File: config.mk
export PLATFORM = sky130hd
export DESIGN_NAME = compare_seq
export DESIGN_NICKNAME = d
export VERILOG_FILES = /design/src/rtl/compare_seq.sv
export SDC_FILE = /design/constraint.sdc
export NUM_CORES = 1
export LEC_CHECK = 0
export ABC_AREA = 1
export CAP_MARGIN = 20
export CORE_ASPECT_RATIO = 2
export CORE_MARGIN = 8
export CORE_UTILIZATION = 45
export DETAILED_ROUTE_END_ITERATION = 8
export GPL_TIMING_DRIVEN = 0
export PLACE_DENSITY = 0.67
export SYNTH_ARGS = -nofsm -noshare
export SYNTH_HDL_FRONTEND = slang
export SYNTH_SLANG_ARGS = --single-unit
File: constraint.sdc
create_clock -name clk -period 2.4 [get_ports clk]
set_input_delay 0.48 -clock clk [delete_from_list [all_inputs] [get_ports clk]]
set_output_delay 0.48 -clock clk [all_outputs]
set_load 0.05 [all_outputs]
File: src/rtl/compare_seq.sv
// Bit-serial 8-bit magnitude comparator: four nibbles are strobed in from
// synchronized push-buttons, then compared LSB-first over eight cycles.
module compare_seq #(
  parameter int SYNC_STAGES = 2
) (
  input  logic       clk,
  input  logic       rst,
  input  logic       pb1,
  input  logic       pb2,
  input  logic       pb3,
  input  logic       pb4,
  input  logic [3:0] y,
  output logic       l,
  output logic       g,
  output logic       e,
  output logic       valid,
  output logic       busy,
  output logic [1:0] dbg_state,
  output logic [3:0] dbg_mask,
  output logic [2:0] dbg_idx,
  output logic [7:0] dbg_a,
  output logic [7:0] dbg_b
);

  typedef enum logic [1:0] {
    S_IDLE = 2'd0,
    S_RUN  = 2'd1,
    S_DONE = 2'd2
  } state_t;

  // Handshake: there is no valid/ready pair here; a load strobe is a
  // one-cycle pulse that is either consumed (IDLE/DONE) or dropped (RUN).

  logic [3:0] pb_raw;
  logic [3:0] sync_q [SYNC_STAGES];
  logic [3:0] sync_d [SYNC_STAGES];
  logic [3:0] edge_q, edge_d;
  logic [3:0] strobe;

  state_t     state_q, state_d;
  logic [7:0] a_q, a_d;
  logic [7:0] b_q, b_d;
  logic [3:0] mask_q, mask_d;
  logic [2:0] idx_q, idx_d;
  logic       lt_q, lt_d;
  logic       gt_q, gt_d;
  logic       eq_q, eq_d;
  logic       l_q, l_d;
  logic       g_q, g_d;
  logic       e_q, e_d;
  logic       valid_q, valid_d;

  logic [7:0] a_ld;
  logic [7:0] b_ld;
  logic [3:0] mask_ld;
  logic       a_bit;
  logic       b_bit;
  logic       lt_n;
  logic       gt_n;
  logic       eq_n;

  assign pb_raw = {pb4, pb3, pb2, pb1};

  always_comb begin
    sync_d[0] = pb_raw;
    for (int i = 1; i < SYNC_STAGES; i++) begin
      sync_d[i] = sync_q[i-1];
    end
    edge_d = sync_q[SYNC_STAGES-1];
  end

  assign strobe = sync_q[SYNC_STAGES-1] & ~edge_q;

  // Candidate operand/mask values if this cycle's strobes are accepted.
  always_comb begin
    a_ld    = a_q;
    b_ld    = b_q;
    mask_ld = mask_q | strobe;
    if (strobe[0]) a_ld[3:0] = y;
    if (strobe[1]) a_ld[7:4] = y;
    if (strobe[2]) b_ld[3:0] = y;
    if (strobe[3]) b_ld[7:4] = y;
  end

  // One serial step; a later (higher) differing bit overrides earlier ones.
  always_comb begin
    a_bit = a_q[idx_q];
    b_bit = b_q[idx_q];
    lt_n  = lt_q;
    gt_n  = gt_q;
    eq_n  = eq_q;
    if (a_bit && !b_bit) begin
      gt_n = 1'b1;
      lt_n = 1'b0;
      eq_n = 1'b0;
    end else if (!a_bit && b_bit) begin
      lt_n = 1'b1;
      gt_n = 1'b0;
      eq_n = 1'b0;
    end
  end

  always_comb begin
    state_d = state_q;
    a_d     = a_q;
    b_d     = b_q;
    mask_d  = mask_q;
    idx_d   = idx_q;
    lt_d    = lt_q;
    gt_d    = gt_q;
    eq_d    = eq_q;
    l_d     = l_q;
    g_d     = g_q;
    e_d     = e_q;
    valid_d = valid_q;
    case (state_q)
      S_IDLE: begin
        if (mask_q == 4'b1111) begin
          // Strobes landing on this edge are intentionally dropped.
          state_d = S_RUN;
          mask_d  = 4'b0000;
          idx_d   = 3'd0;
          lt_d    = 1'b0;
          gt_d    = 1'b0;
          eq_d    = 1'b1;
        end else begin
          a_d    = a_ld;
          b_d    = b_ld;
          mask_d = mask_ld;
        end
      end
      S_RUN: begin
        lt_d  = lt_n;
        gt_d  = gt_n;
        eq_d  = eq_n;
        idx_d = idx_q + 3'd1;
        if (idx_q == 3'd7) begin
          l_d     = lt_n;
          g_d     = gt_n;
          e_d     = eq_n;
          valid_d = 1'b1;
          state_d = S_DONE;
        end
      end
      S_DONE: begin
        if (|strobe) begin
          state_d = S_IDLE;
          valid_d = 1'b0;
          a_d     = a_ld;
          b_d     = b_ld;
          mask_d  = mask_ld;
        end
      end
      default: begin
        state_d = S_IDLE;
      end
    endcase
  end

  always_ff @(posedge clk or posedge rst) begin
    if (rst) begin
      for (int i = 0; i < SYNC_STAGES; i++) begin
        sync_q[i] <= 4'b0000;
      end
      edge_q  <= 4'b0000;
      state_q <= S_IDLE;
      a_q     <= 8'h00;
      b_q     <= 8'h00;
      mask_q  <= 4'b0000;
      idx_q   <= 3'd0;
      lt_q    <= 1'b0;
      gt_q    <= 1'b0;
      eq_q    <= 1'b0;
      l_q     <= 1'b0;
      g_q     <= 1'b0;
      e_q     <= 1'b0;
      valid_q <= 1'b0;
    end else begin
      for (int i = 0; i < SYNC_STAGES; i++) begin
        sync_q[i] <= sync_d[i];
      end
      edge_q  <= edge_d;
      state_q <= state_d;
      a_q     <= a_d;
      b_q     <= b_d;
      mask_q  <= mask_d;
      idx_q   <= idx_d;
      lt_q    <= lt_d;
      gt_q    <= gt_d;
      eq_q    <= eq_d;
      l_q     <= l_d;
      g_q     <= g_d;
      e_q     <= e_d;
      valid_q <= valid_d;
    end
  end

  assign l         = l_q;
  assign g         = g_q;
  assign e         = e_q;
  assign valid     = valid_q;
  assign busy      = (state_q == S_RUN);
  assign dbg_state = state_q;
  assign dbg_mask  = mask_q;
  assign dbg_idx   = idx_q;
  assign dbg_a     = a_q;
  assign dbg_b     = b_q;

endmodule

# After elaboration in Yosys (flattened, before gate mapping)
# Index checks and enable logic that the tools add are counted.
# W data, S select, Z words.
# word_totals
ff_bits,44
output_inout_bits,30
elab_cells,80
input_bits,10
# op_classes
order_cmp,1
reduce_logical,15
muxes,37
bitwise,3
n_eq_ne,8
n_addsub,1
# ops
operator,count
$mux W8,4
$pmux W8 S2,2
$mux W4,6
$mux W1,12
$reduce_and A3 Y1,3
$pmux W1 S2,4
$pmux W4 S2,1
$bmux W1 S3,2
$mux W2,3
$ne A2 B2 Y1 const B,3
$pmux W2 S3,1
$pmux W3 S2,1
$reduce_and A2 Y1,3
$reduce_bool A2 Y1,3
$and A4 B4 Y4,1
$eq A4 B4 Y1 const B,1
$lt A3 B4 Y1 const B,1
$not A4 Y4,1
$or A4 B4 Y4,1
$reduce_or A4 Y1,1
$add A3 B1 Y3 const B,1
$eq A3 B3 Y1 const B,1
$mux W3,1
$eq A2 B1 Y1 const B,1
5 further kinds,7

# Logic depth before layout (Yosys ltp)
# Gate-level depths: netlist (run 1).
# depth
depth_word,7
mapped_depth,11
mapped_depth_nobuf,10

# Worst setup path before layout (run 1)
# OpenSTA, ideal clock, no wires.
# synth_path
path_kind,reg-to-output
startpoint,"register state_q[0], in the netlist dbg_state[0]"
endpoint,output busy
t_arrival_ns,1.200
path_buffers,0
stages_incl_launch_ff,3
setup_slack_ns,0.720
required_time_ns,1.920
path_cell_list,dfrtp_1 > inv_2 > nor2_4
# synth_via
elab_chain_len,1
# synth_rtl
item,line,rtl
"start, declared",40,"state_t state_q, state_d;"
"start signal, assigned",183,state_q <= state_d;
$eq A2 B1 Y1,202,assign busy = (state_q == S_RUN);
"end, declared",17,"output logic busy,"
# No other way between the ends.

# Final worst setup path (run 1)
# layout_path
startpoint,"register idx_q[1], in the netlist dbg_idx[1]"
endpoint,output dbg_idx[1]
# layout_lines
item,line,rtl
"start, declared",44,"logic [2:0] idx_q, idx_d;"
"start signal, assigned",187,idx_q <= idx_d;
"end, declared",20,"output logic [2:0] dbg_idx,"
# No word-level cell between the ends.

==> results of run 1 <==
cells by family after synthesis:
| group | synth area share, % |
|---|---|
| DFF | 53.69 |
| AOI/OAI and AO/OA | 4.515 |
| adders and majority gates | 1.220 |
| buffers and inverters | 8.725 |
| and+or+nand+nor | 31.85 |
final cells by class:
class / instances / area [µm²] / share of cell area (%)
plain buffers: 3 / 27.53 / 1.044
clock buffers: 6 / 72.57 / 2.753
clock inverters: 2 / 35.03 / 1.329
inverters: 39 / 151.4 / 5.743
multi-input cells: 146 / 770.7 / 29.24
flip-flops and latches: 44 / 1101 / 41.77
well taps: 55 / 68.82 / 2.610
repair buffers: 40 / 409.1 / 15.52
layer usage:
metal  wire length, µm  part of all wire (%)  track usage [%]  vias up
met5                 0                     0                0        -
li1                  -                     -                -      815
met1              1843                    43            15.04      754
met4               109                   2.5            6.447        0
met3               241                   5.6            3.920        7
met2              2130                    49            21.25       44
flip-flops by register name (all words and copies together), names as in the netlist:
name,cells
dbg_a,8
dbg_b,8
dbg_idx,3
dbg_mask,4
dbg_state,2
e,1
edge_d,4
edge_q,4
eq_q,1
g,1
gt_q,1
l,1
lt_q,1
sync_d,4
valid,1
path summary, 6_finish.rpt:
check	cells after the start	slack (ps)	end	start
setup / recovery	1	240	dbg_idx[1]	dbg_idx[1]$_DFFE_PP0P_
hold / removal	0	350	edge_d[3]$_DFF_PP0_	sync_d[3]$_DFF_PP0_
setup reg to reg	6	930	g$_DFFE_PP0P_	dbg_idx[1]$_DFFE_PP0P_
hold reg to reg	0	350	edge_d[3]$_DFF_PP0_	sync_d[3]$_DFF_PP0_
max in group asynchronous	3	1660	valid$_DFFE_PP0P_	rst
min in group asynchronous	3	530	dbg_b[5]$_DFFE_PP0P_	rst
layout by cell type, fill, tap and decap left out, types with 2 or more instances in the layout:
master and instances:
nand2_1 71, dfrtp_1 44, clkdlybuf4s50_1 38, inv_1 31
nand3_1 26, nand2_2 13, inv_2 6, nand3_2 6
clkbuf_8 5, nor2_2 4, o21ai_0 4, a21oi_1 4
nor2_1 3, a21oi_2 2, buf_6 2, o21ai_2 2
nand2_4 2, o21ai_1 2, ha_1 2
per-stage QoR:
stage               instance area [µm²]  hold slack (ps)  setup WS, ps  std cells  utilization, %
finish                             2636            351.8         236.2        335           58.45
global placement                   2510            335.4         19.08        326           55.64
floorplan                          2051            331.2         720.2        232               -
detailed placement                 2530            338.7         282.8        327           56.09
CTS                                2636            357.9         218.9        335           58.45
global route                       2636            360.6         157.1        335           58.45
repair_timing:
item,in CTS,in global routing
endpoints found under the setup margin,1,0
hold buffers,0,0
gates resized for setup,1,0
==> flow_summary_export.csv, run 1 <==
group,metric,value,unit
final_layout,layout-drive-gt1-share,17.86,%
place,gp_routability_congestion,0.8167,
floorplan,fp.dieH,111.5,µm
logic_synthesis,synth.area.top_cells,"dfrtp_1 54%, nand2_1 13%, nand3_1 6.3%",
critical_path,worst_setup_path_start_kind,"flip-flop",
critical_path,critical_path_peak_fanout,7,
critical_path,worst_setup_path_end_kind,"output pin",
clock_network,cts_setup_buffers,0,
critical_path,worst_ep_arrival_time,1680,ps
floorplan,std_cell_rows,35,
logic_synthesis,post_synth_most_frequent_cells,"71 x nand2_1, 44 x dfrtp_1, 32 x inv_1, 26 x nand3_1, 13 x nand2_2",
floorplan,core-area,4511,µm²
sta,period_minus_slack,2164,ps
logic_synthesis,synth.top_cell.area_share,53.69,%
logic_synthesis,synth_cell_types,25,
logic_synthesis,syn_area_per_cell,8.839,µm²
routing,vias_per_cell,4.836,
clock_network,cts_root_buf,"clkbuf_8",
logic_synthesis,synth.net_count,244,
global_route,grt_first_pass_wirelength,7569,µm
global_route,overflow,0,
logic_synthesis,synth.yosys.seq_area_share,53.69,%
sta,worst_clock_skew,6.398,ps
hold_path,min-delay-path-class,"flip-flop to flip-flop",
critical_path,critPathBufInv,1,
clock_network,clock_pin_slew_reported_for_the_worst_setup_and_hold_paths_after_clock_tree_synthesis,80,ps
final_layout,nNetsFinal,291,
critical_path,critical_path.top_delay_family,"buffers and inverters",
critical_path,crit_type,"flip-flop to output pin",
sta,finalMaxSlewViolations,0,
sta,worst-slew-pin-transition,512.6,ps
floorplan,io-pin-count,40,
clock_network,insertion_delay,290,ps
clock_network,cts.htree.levels,2,
logic_synthesis,post_synth_inst_count,232,
logic_synthesis,synth-main-ff-cell,"dfrtp_1",
logic_synthesis,yosysWarningCount,0,
sta,portion_of_the_clock_cycle_consumed_by_the_worst_path_in_the_final_layout,90.16,%
place,numPortBuffers,39,
status,result_of_the_run,"completed",
global_route,largest_net_degree_at_the_start_of_global_routing,45,
critical_path,list_of_cells_traversed_by_the_critical_path,"clkdlybuf4s50_1",
logic_synthesis,synth_largest_area_cell,"dfrtp_1",
routing,antenna_nets_post_route,0,
floorplan,die_area,7105,µm²
routing,dr_total_vias,1620,
sta,clock.fmax,462.1,MHz
final_layout,num-fill-cells,394,
routing,route.detailed.drc,0,
sta,finalHoldViolCount,0,
sta,slew_headroom,65.72,%
logic_synthesis,synth.most_common_cell,"nand2_1",
floorplan,fp.dieW,63.74,µm
clock_network,cts_tree,"built",
critical_path,critical-path-max-stage-delay,870,ps
final_layout,area_delta_synth_final,28.55,%
global_route,first_global_vias,1658,
sta,setup_tns,0,ps
clock_network,cts_num_sinks,44,
logic_synthesis,synth-edff-count,0,
global_route,grt_use_total,13.07,%
final_layout,antenna_cells,0,
critical_path,crit_slowest_cell,"clkdlybuf4s50_1",
logic_synthesis,ys_async_sr_fraction,100.0,%
floorplan,floorplan.initialDensity,45.46,%
global_route,grt_antenna_before_repair,0,
job,maxCapViolCount,0,
sta,timing.final.setup_violations,0,
routing,first_iter_violations,57,
clock_network,clock_path_buffers,2,
place,hpwl_reported_at_the_end_of_detailed_placement,3319,µm
critical_path,worstPathRequired,1920,ps
logic_synthesis,mapped_cell_area,2051,µm²
clock_network,tritoncts.num_buffers,5,
routing,drt-pass1-iter-count,4,
routing,wl,4324,µm
sta,rsz0062_at_grt,"no",
routing,wl_per_cell,12.91,µm
logic_synthesis,synth_seq_cells,44,
Power of run 1 is not shown: default switching activity piles up to over one toggle a cycle in this logic, so the estimate is an artifact.
==> inputs of run 2 (changes only) <==
--- a/config.mk
+++ b/config.mk
@@ -12,6 +12,7 @@
 export CORE_UTILIZATION = 45
 export DETAILED_ROUTE_END_ITERATION = 8
 export GPL_TIMING_DRIVEN = 0
+export HOLD_SLACK_MARGIN = 0.05
 export PLACE_DENSITY = 0.67
 export SYNTH_ARGS = -nofsm -noshare
 export SYNTH_HDL_FRONTEND = slang
==> results of run 2 <==
Same layout as run 1: the final DEF is identical, and so are final timing and power.
Power of run 2 is left out for the same reason.
==> inputs of run 3 (changes only) <==
--- a/config.mk
+++ b/config.mk
@@ -8,7 +8,6 @@
 export ABC_AREA = 1
 export CAP_MARGIN = 20
 export CORE_ASPECT_RATIO = 2
-export CORE_MARGIN = 8
 export CORE_UTILIZATION = 45
 export DETAILED_ROUTE_END_ITERATION = 8
 export GPL_TIMING_DRIVEN = 0
==> run 3 against run 2 <==
Sequential share of layout area up 0.34 points. Utilization grew 1.8 points. Hold slack improved by 3.1 ps. Count of clock-buffer cells in the layout did not move. Wire length fell by 4.0%. Via count decreased by 1.4%. First-iteration DRC count is 51% lower. Critical path depth is the same. Flip-flop and latch count is the same. Critical path type unchanged.
==> flow_summary_export.csv, run 3 (synthesis gave the netlist of run 1 again) <==
group,metric,value,unit
place,gp_routability_congestion,0.7848,
clock_network,cts_num_sinks,44,
critical_path,worst_ep_arrival_time,1680,ps
clock_network,cts_resized,1,
clock_network,cts_tree,"built",
floorplan,std_cell_rows,34,
global_route,grt_antenna_before_repair,0,
hold_path,hold_path.startpoint,"sync_d[0]$_DFF_PP0_",
critical_path,reg2reg_setup_slack,930,ps
critical_path,worstReg2RegEnd,"l$_DFFE_PP0P_",
global_route,overflow,0,
sta,timing.final.setup_violations,0,
final_layout,final-instance-count-excl-fill,333,
hold_path,min-delay-path-class,"flip-flop to flip-flop",
floorplan,core-area,4339,µm²
floorplan,fp.dieH,97.47,µm
sta,finalHoldViolCount,0,
routing,drt-pass1-iter-count,4,
clock_network,cts.htree.levels,2,
final_layout,antenna_cells,0,
sta,worst-slew-pin-transition,886.4,ps
global_route,first_global_vias,1607,
critical_path,list_of_cells_traversed_by_the_critical_path,"clkdlybuf4s50_1",
critical_path,crit-reg2reg-launch,"dbg_idx[1]$_DFFE_PP0P_",
critical_path,crit_slowest_cell,"clkdlybuf4s50_1",
hold_path,hold-path-endpoint,"edge_d[0]$_DFF_PP0_",
hold_path,holdPathStages,0,
floorplan,io-pin-count,40,
critical_path,critical_path_peak_fanout,7,
critical_path,crit_type,"flip-flop to output pin",
clock_network,cts_setup_buffers,0,
critical_path,worst_setup_path_end_kind,"output pin",
clock_network,cts_root_buf,"clkbuf_8",
critical_path,critPathBufInv,1,
critical_path,worst_setup_path_start_kind,"flip-flop",
job,maxCapViolCount,0,
final_layout,layout_commonest_cell,"nand2_1",
floorplan,die_area,4848,µm²
sta,hold-worst-slack,354.8,ps
sta,finalMaxSlewViolations,0,
sta,worst_clock_skew,3.140,ps
final_layout,layout.cells.most_common_list,"71 x nand2_1, 44 x dfrtp_1, 38 x clkdlybuf4s50_1",
routing,vias_per_cell,4.799,
routing,antenna_nets_post_route,0,
sta,portion_of_the_clock_cycle_consumed_by_the_worst_path_in_the_final_layout,90.11,%
clock_network,clock_path_buffers,2,
clock_network,tritoncts.num_buffers,5,
clock_network,cts_hold_buf,0,
routing,first_iter_violations,28,
sta,rsz0062_at_grt,"no",
place,numPortBuffers,39,
final_layout,final_core_util,60.27,%
critical_path,critical_path.top_delay_family,"buffers and inverters",
status,result_of_the_run,"completed",
clock_network,insertion_delay,290,ps
place,placed_cells_incl_taps,325,
place,hpwl_reported_at_the_end_of_detailed_placement,3144,µm
routing,dr_total_vias,1598,
global_route,grt_use_total,19.55,%
sta,slew_headroom,40.82,%
critical_path,ff2ff_path_depth,6,
floorplan,fp.dieW,49.74,µm
routing,wl_per_cell,12.47,µm
final_layout,area_delta_synth_final,27.52,%
sta,clock.fmax,462.4,MHz
final_layout,layout-drive-gt1-share,17.56,%
final_layout,nNetsFinal,290,
global_route,largest_net_degree_at_the_start_of_global_routing,45,
global_route,grt_first_pass_wirelength,7231,µm
floorplan,floorplan.initialDensity,47.26,%
routing,wl,4152,µm
critical_path,worstPathRequired,1920,ps
clock_network,clock_pin_slew_reported_for_the_worst_setup_and_hold_paths_after_clock_tree_synthesis,80,ps
sta,period_minus_slack,2163,ps
sta,setup_tns,0,ps
routing,route.detailed.drc,0,
critical_path,critical-path-max-stage-delay,860,ps
-- run 3: worst max-delay path by stage --
stage          cells past startpoint  slack, ps                      from              endpoint
2_1_floorplan                      2        720  dbg_state[0]$_DFFE_PP0P_                  busy
3_3_place_gp                       2         40                       rst  dbg_b[7]$_DFFE_PP0P_
3_5_place_dp                       3        290  dbg_state[0]$_DFFE_PP0P_                  busy
4_1_cts                            1        200    dbg_idx[1]$_DFFE_PP0P_            dbg_idx[1]
5_1_grt                            1        160    dbg_idx[1]$_DFFE_PP0P_            dbg_idx[1]
6_report                           1        240    dbg_idx[1]$_DFFE_PP0P_            dbg_idx[1]
-- run 3: cell type report --
cell class / count / area, µm²
Fill cell: 396 / 1724
Sequential cell: 44 / 1101
Multi-Input combinational cell: 146 / 770.7
Timing Repair Buffer: 39 / 389.1
Inverter: 39 / 151.4
Clock buffer: 6 / 72.57
Tap cell: 54 / 67.56
Clock inverter: 2 / 35.03
Buffer: 3 / 27.53
-- run 3: worst register-to-register path, cell delays in order, from the launching register on --
cell and delay, ps:
dfrtp_1 490, ha_1 240, ha_1 220, nand2_2 160, clkinv_1 110, nand3_1 110
nand2_1 50
-- run 3: through the flow --
step,worst slack (ps),area (µm²)
final,237.3,2615
after global routing,161.1,2615
after CTS,201.7,2615
after detailed placement,286.3,2509
after global placement,38.11,2509
after floorplan,720.2,2051
-- run 3: metal layers --
metal	part of all wire, %	global-route usage, %	routed length (µm)	up-vias
li1	-	-	-	807
met1	40	21.66	1676	760
met2	56	36.38	2318	25
met3	2.0	2.347	82	6
met4	1.8	7.253	75	0
met5	0	0	0	-
Power of run 3 is left out for the same reason.
